--- src/rtl/sd_cmd_sequencer.sv ---
// SD-card SPI-mode command sequencer: frames one 48-bit command, polls for R1,
// and drives chip select around the byte-level SPI controller.
module sd_cmd_sequencer #(
  parameter int RESP_TIMEOUT = 8,
  parameter int PRE_FILL     = 1,
  parameter int POST_FILL    = 1
) (
  input  logic        clk,
  input  logic        reset,
  input  logic        cmd_start,
  input  logic [5:0]  cmd_index,
  input  logic [31:0] cmd_arg,
  input  logic [6:0]  cmd_crc,
  output logic        busy,
  output logic        done,
  output logic [7:0]  resp_r1,
  output logic        timeout,
  output logic        cs_n,
  output logic        spi_execute,
  output logic [7:0]  spi_out_word,
  input  logic [7:0]  spi_in_word,
  input  logic        spi_finished,
  input  logic        spi_busy
);

  typedef enum logic [2:0] {
    ST_IDLE = 3'd0,
    ST_PRE  = 3'd1,
    ST_SEND = 3'd2,
    ST_POLL = 3'd3,
    ST_POST = 3'd4,
    ST_DONE = 3'd5
  } state_t;

  localparam logic [3:0] PRE_LAST   = 4'(PRE_FILL - 1);
  localparam logic [3:0] POST_LAST  = 4'(POST_FILL - 1);
  localparam logic [7:0] POLL_LIMIT = 8'(RESP_TIMEOUT);

  state_t      state_r, state_n;
  logic [2:0]  byte_cnt_r, byte_cnt_n;
  logic [3:0]  fill_cnt_r, fill_cnt_n;
  logic [7:0]  poll_cnt_r, poll_cnt_n;
  logic        pending_r, pending_n;
  logic [5:0]  index_r, index_n;
  logic [31:0] arg_r, arg_n;
  logic [6:0]  crc_r, crc_n;
  logic        busy_r, busy_n;
  logic        done_r, done_n;
  logic [7:0]  resp_r, resp_n;
  logic        timeout_r, timeout_n;
  logic        cs_n_r, cs_n_n;
  logic        exec_r, exec_n;
  logic [7:0]  out_word_r, out_word_n;

  logic        byte_done_s;
  logic        need_issue_s;
  logic        enter_post_s;
  logic        enter_done_s;
  logic [7:0]  frame_byte_s;
  logic [7:0]  tx_byte_s;

  // Command frame byte selected by the SEND byte counter.
  always_comb begin
    frame_byte_s = 8'hFF;
    case (byte_cnt_r)
      3'd0:    frame_byte_s = {2'b01, index_r};
      3'd1:    frame_byte_s = arg_r[31:24];
      3'd2:    frame_byte_s = arg_r[23:16];
      3'd3:    frame_byte_s = arg_r[15:8];
      3'd4:    frame_byte_s = arg_r[7:0];
      3'd5:    frame_byte_s = {crc_r, 1'b1};
      default: frame_byte_s = 8'hFF;
    endcase
  end

  // Next-state, byte issue handshake and output register values.
  always_comb begin
    state_n      = state_r;
    byte_cnt_n   = byte_cnt_r;
    fill_cnt_n   = fill_cnt_r;
    poll_cnt_n   = poll_cnt_r;
    pending_n    = pending_r;
    index_n      = index_r;
    arg_n        = arg_r;
    crc_n        = crc_r;
    busy_n       = busy_r;
    done_n       = 1'b0;
    resp_n       = resp_r;
    timeout_n    = timeout_r;
    cs_n_n       = cs_n_r;
    exec_n       = 1'b0;
    out_word_n   = out_word_r;
    enter_post_s = 1'b0;
    enter_done_s = 1'b0;

    // A finish pulse only counts when one of our own issues is outstanding.
    byte_done_s  = pending_r && spi_finished;
    need_issue_s = (state_r == ST_PRE) || (state_r == ST_SEND) ||
                   (state_r == ST_POLL) || (state_r == ST_POST);
    tx_byte_s    = (state_r == ST_SEND) ? frame_byte_s : 8'hFF;

    if (need_issue_s && !pending_r && !spi_busy) begin
      exec_n     = 1'b1;
      pending_n  = 1'b1;
      out_word_n = tx_byte_s;
    end else if (byte_done_s) begin
      pending_n  = 1'b0;
    end else begin
      pending_n  = pending_r;
    end

    case (state_r)
      ST_IDLE: begin
        if (cmd_start) begin
          index_n    = cmd_index;
          arg_n      = cmd_arg;
          crc_n      = cmd_crc;
          busy_n     = 1'b1;
          timeout_n  = 1'b0;
          cs_n_n     = 1'b0;
          fill_cnt_n = 4'd0;
          byte_cnt_n = 3'd0;
          poll_cnt_n = 8'd0;
          state_n    = (PRE_FILL > 0) ? ST_PRE : ST_SEND;
        end else begin
          state_n    = ST_IDLE;
        end
      end
      ST_PRE: begin
        if (byte_done_s) begin
          if (fill_cnt_r == PRE_LAST) begin
            fill_cnt_n = 4'd0;
            state_n    = ST_SEND;
          end else begin
            fill_cnt_n = fill_cnt_r + 4'd1;
          end
        end else begin
          fill_cnt_n = fill_cnt_r;
        end
      end
      ST_SEND: begin
        if (byte_done_s) begin
          if (byte_cnt_r == 3'd5) begin
            poll_cnt_n = 8'd0;
            state_n    = ST_POLL;
          end else begin
            byte_cnt_n = byte_cnt_r + 3'd1;
          end
        end else begin
          byte_cnt_n = byte_cnt_r;
        end
      end
      ST_POLL: begin
        if (byte_done_s) begin
          if (!spi_in_word[7]) begin
            resp_n       = spi_in_word;
            timeout_n    = 1'b0;
            enter_post_s = 1'b1;
          end else if ((poll_cnt_r + 8'd1) == POLL_LIMIT) begin
            resp_n       = 8'hFF;
            timeout_n    = 1'b1;
            enter_post_s = 1'b1;
          end else begin
            poll_cnt_n   = poll_cnt_r + 8'd1;
          end
        end else begin
          poll_cnt_n = poll_cnt_r;
        end
      end
      ST_POST: begin
        if (byte_done_s) begin
          if (fill_cnt_r == POST_LAST) begin
            enter_done_s = 1'b1;
          end else begin
            fill_cnt_n   = fill_cnt_r + 4'd1;
          end
        end else begin
          fill_cnt_n = fill_cnt_r;
        end
      end
      ST_DONE: begin
        state_n = ST_IDLE;
      end
      default: begin
        state_n = ST_IDLE;
      end
    endcase

    // Releasing CS before the trailing fill gives the card its 8 idle clocks.
    if (enter_post_s) begin
      cs_n_n     = 1'b1;
      fill_cnt_n = 4'd0;
      if (POST_FILL > 0) begin
        state_n = ST_POST;
      end else begin
        enter_done_s = 1'b1;
      end
    end else begin
      cs_n_n = cs_n_n;
    end

    if (enter_done_s) begin
      state_n = ST_DONE;
      done_n  = 1'b1;
      busy_n  = 1'b0;
      cs_n_n  = 1'b1;
    end else begin
      done_n  = 1'b0;
    end
  end

  // State and output registers.
  always_ff @(posedge clk or posedge reset) begin
    if (reset) begin
      state_r    <= ST_IDLE;
      byte_cnt_r <= 3'd0;
      fill_cnt_r <= 4'd0;
      poll_cnt_r <= 8'd0;
      pending_r  <= 1'b0;
      index_r    <= 6'd0;
      arg_r      <= 32'd0;
      crc_r      <= 7'd0;
      busy_r     <= 1'b0;
      done_r     <= 1'b0;
      resp_r     <= 8'hFF;
      timeout_r  <= 1'b0;
      cs_n_r     <= 1'b1;
      exec_r     <= 1'b0;
      out_word_r <= 8'hFF;
    end else begin
      state_r    <= state_n;
      byte_cnt_r <= byte_cnt_n;
      fill_cnt_r <= fill_cnt_n;
      poll_cnt_r <= poll_cnt_n;
      pending_r  <= pending_n;
      index_r    <= index_n;
      arg_r      <= arg_n;
      crc_r      <= crc_n;
      busy_r     <= busy_n;
      done_r     <= done_n;
      resp_r     <= resp_n;
      timeout_r  <= timeout_n;
      cs_n_r     <= cs_n_n;
      exec_r     <= exec_n;
      out_word_r <= out_word_n;
    end
  end

  assign busy         = busy_r;
  assign done         = done_r;
  assign resp_r1      = resp_r;
  assign timeout      = timeout_r;
  assign cs_n         = cs_n_r;
  assign spi_execute  = exec_r;
  assign spi_out_word = out_word_r;

endmodule

--- config.mk ---
export PLATFORM = sky130hd
export DESIGN_NAME = sd_cmd_sequencer
export DESIGN_NICKNAME = d
export VERILOG_FILES = /design/src/rtl/sd_cmd_sequencer.sv
export SDC_FILE = /design/constraint.sdc
export NUM_CORES = 1
export LEC_CHECK = 0
export BUFFER_PORTS_ARGS = -buffer_cell sky130_fd_sc_hd__buf_2
export CAP_MARGIN = 20
export CORE_MARGIN = 5
export CORE_UTILIZATION = 50
export DETAILED_ROUTE_END_ITERATION = 8
export GPL_TIMING_DRIVEN = 0
export PLACE_DENSITY = 0.76
export SYNTH_ARGS = -nofsm -noshare
export SYNTH_HDL_FRONTEND = slang
export SYNTH_SLANG_ARGS = --single-unit
--- constraint.sdc ---
create_clock -name clk -period 2.5 [get_ports clk]
set_input_delay 0.5 -clock clk [delete_from_list [all_inputs] [get_ports clk]]
set_output_delay 0.5 -clock clk [all_outputs]
set_load 0.005 [all_outputs]
==> results.json <==
{
  "outcome": "finished, final reports clean",
  "maxCapViolations": 0,
  "setup_violations": 0,
  "synthXorXnorAreaFrac": 0.00850,
  "power.total_mw": 4.97,
  "grt_max_degree": 36,
  "drv_slew": 0,
  "first_pass_iters": 4,
  "diodes": 0,
  "num_rows": 33,
  "worstSetupPathDepth": 9,
  "drcViolationCount": 0,
  "use_met3": 0.0422,
  "grt_antenna_before_repair": 0,
  "core_um2": 8130,
  "syn_area_per_cell_um2": 11.5,
  "cts_tree": "yes",
  "synth_adder_area_share": 0.0273,
  "viasPerCell": 5.64,
  "cts_buffers": 9,
  "worst_ep_arrival_time_ns": 2.63,
  "utilization": 0.599,
  "clkSinkCount": 85,
  "synth_area_um2": 4120,
  "relSlewSlack": 0.525,
  "synth_cells": 358,
  "ctsRootBufferMaster": "clkbuf_8",
  "grt_pass1_wl_um": 15900,
  "initial_core_util": 0.507,
  "synthTopCellsByArea": "dfrtp_1, mux2_2, dfstp_2",
  "ctsHoldBuffers": 0,
  "h-tree-depth": 3,
  "synth_top_family_by_area": "compound AO/OA/AOI/OAI gates",
  "crit_start": "byte_cnt_r[1]",
  "r2r_setup_slack_ns": 0.11,
  "synth-edff-count": 0,
  "via_count": 3156,
  "fin_worst_skew_ns": 0.0102,
  "yosys.area_share.simple": 0.0875,
  "min_period_ns": 2.39,
  "tns_ns": 0,
  "die_h_um": 101,
  "synthArstFlopShare": 1.00,
  "dr.first_iter.drc_count": 129,
  "top_usage_layer": "met2",
  "critPathBufInv": 3,
  "wirelength_um": 9380,
  "critPathSlowestCell": "dfrtp_2",
  "synth.most_common_cell": "dfrtp_1",
  "post-route-period-util": 0.955,
  "cp_max_fo": 10,
  "clk-insertion-delay-late_ns": 0.35,
  "use_met2": 0.320,
  "cp-end-kind": "register",
  "cp_top_family": "compound AO/OA/AOI/OAI gates",
  "hold_ws_ns": 0.197,
  "routabilityCongestion": 0.811,
  "synth_top_area_share": 0.413,
  "wl_per_cell_um": 16.7,
  "synth_common_cells": "dfrtp_1, mux2_2, a21oi_1, o21ai_0, nand2_1",
  "required_ns": 2.74,
  "area_growth_pct": 18.3,
  "yosysTopAreaCell": "dfrtp_1",
  "die-area_um2": 10200,
  "io_pins": 79,
  "synth-seq-cells": 85,
  "start_kind": "register",
  "grt_pass1_vias": 3344,
  "synth.distinct_cells": 55,
  "fillers": 673,
  "die_w_um": 101,
  "use_met1": 0.268,
  "p_per_area_nw_per_um2": 1020,
  "crit_chain": "inv_1, ha_1, buf_2, and2_0, clkbuf_2, a31oi_1, o31a_1, a31o_1, mux2_4",
  "reg2reg_depth": 9,
  "place_hpwl_um": 6940,
  "ys.flop_type": "dfrtp_1",
  "synth_warnings": 0,
  "synth-seq-area-share": 0.521,
  "fin_ws_ns": 0.113,
  "num-nets-final": 517,
  "rsz0062_at_grt": "no",
  "max_stage_delay_ns": 0.46,
  "r2r-start": "byte_cnt_r[1]",
  "synth.mux.area_fraction": 0.151,
  "track_usage": 0.196,
  "clockBufferDepth": 2,
  "peakVddDrop_mv": 0.369,
  "portBuffers": 78,
  "syn-num-nets": 425,
  "worstHoldPathType": "in -> async",
  "pre_cts_ws_ns": -0.00441,
  "power.static_leakage_nw": 2.15,
  "antenna_left": 0,
  "synth_compound_area_frac": 0.162,
  "path_class": "reg -> reg",
  "report.final.hold_viol_count": 0,
  "gr-total-overflow": 0,
  "cts.clk_slew.worst_paths_ns": 0.08,
  "worst_slew_pin_slew_ns": 0.707,
  "timing.fmax_mhz": 419,
  "drive_gt1_frac": 0.413
}
==> layout make-up <==
class	count	area (µm²)	area share
clock inverter	3	20.0	0.00411
sequential	85	2150	0.441
timing repair buffer	81	438	0.0898
multi-input combinational	234	1800	0.369
clock buffer	13	159	0.0326
inverter	18	71.3	0.0146
tap	105	131	0.0270
buffer	21	106	0.0218
==> where the power goes <==
group | leakage (nW) | internal [mW] | switching [mW] | total [mW]
sequential | 1.02 | 2.00 | 0.345 | 2.34
clock | 0.0857 | 0.415 | 0.480 | 0.895
combinational | 1.05 | 0.909 | 0.827 | 1.74
total | 2.15 | 3.32 | 1.65 | 4.97
==> worst paths after layout <==
path,end
worst min register to register,resp_r1[5]
worst max register to register,poll_cnt_r[0]
min in group clk,index_r[3]
max in group asynchronous,resp_r1[1]
worst max-delay path,poll_cnt_r[0]
worst min-delay path,spi_execute
==> cells by family after synthesis <==
| kind of cell | Yosys count |
|---|---|
| AO/OA/AOI/OAI | 102 |
| XOR/XNOR | 4 |
| adder cells (fa/ha/maj) | 9 |
| buffers and inverters | 39 |
| flip-flops | 85 |
| multiplexers | 55 |
| AND/OR/NAND/NOR | 64 |
==> cells in the final DEF (no fill, tap or decap), types with 5 or more instances in the layout <==
cell type / count
a21o_1: 7
a21oi_1: 21
a22oi_1: 5
a31oi_1: 11
buf_2: 83
clkbuf_1: 10
clkbuf_8: 11
dfrtp_1: 67
dfstp_2: 17
ha_1: 9
inv_1: 17
mux2_2: 53
nand2_1: 20
nor2_1: 5
nor3_1: 7
o21ai_0: 21
o22ai_1: 8
or3_1: 5
==> metrics by stage <==
| step | area (µm²) | instances |
|---|---|---|
| after floorplan | 4120 | 358 |
| after global placement | 4650 | 541 |
| after detailed placement | 4690 | 543 |
| after CTS | 4870 | 559 |
| after global routing | 4870 | 560 |
| final | 4870 | 560 |
==> registers in the layout (all words and copies together) (netlist names) <==
name / count
pending_r: 1
busy: 1
fill_cnt_r: 4
spi_out_word: 8
byte_cnt_r: 3
resp_r1: 8
cs_n: 1
state_r: 3
done: 1
index_r: 6
timeout: 1
spi_execute: 1
poll_cnt_r: 8
crc_r: 7
arg_r: 32
==> layer usage <==
layer  share of wire  vias to the layer above
met1            0.47                     1587
li1                -                     1492
met3           0.047                        5
met5               0                        -
met4          0.0077                        0
met2            0.47                       72
==> timing repair <==
item	CTS	global route
pin swaps	0	1
endpoints found under the hold margin	0	0
endpoints found under the setup margin	1	1
gates resized for setup	1	1
buffers inserted	0	1
Power figures use the tool's default switching activity.
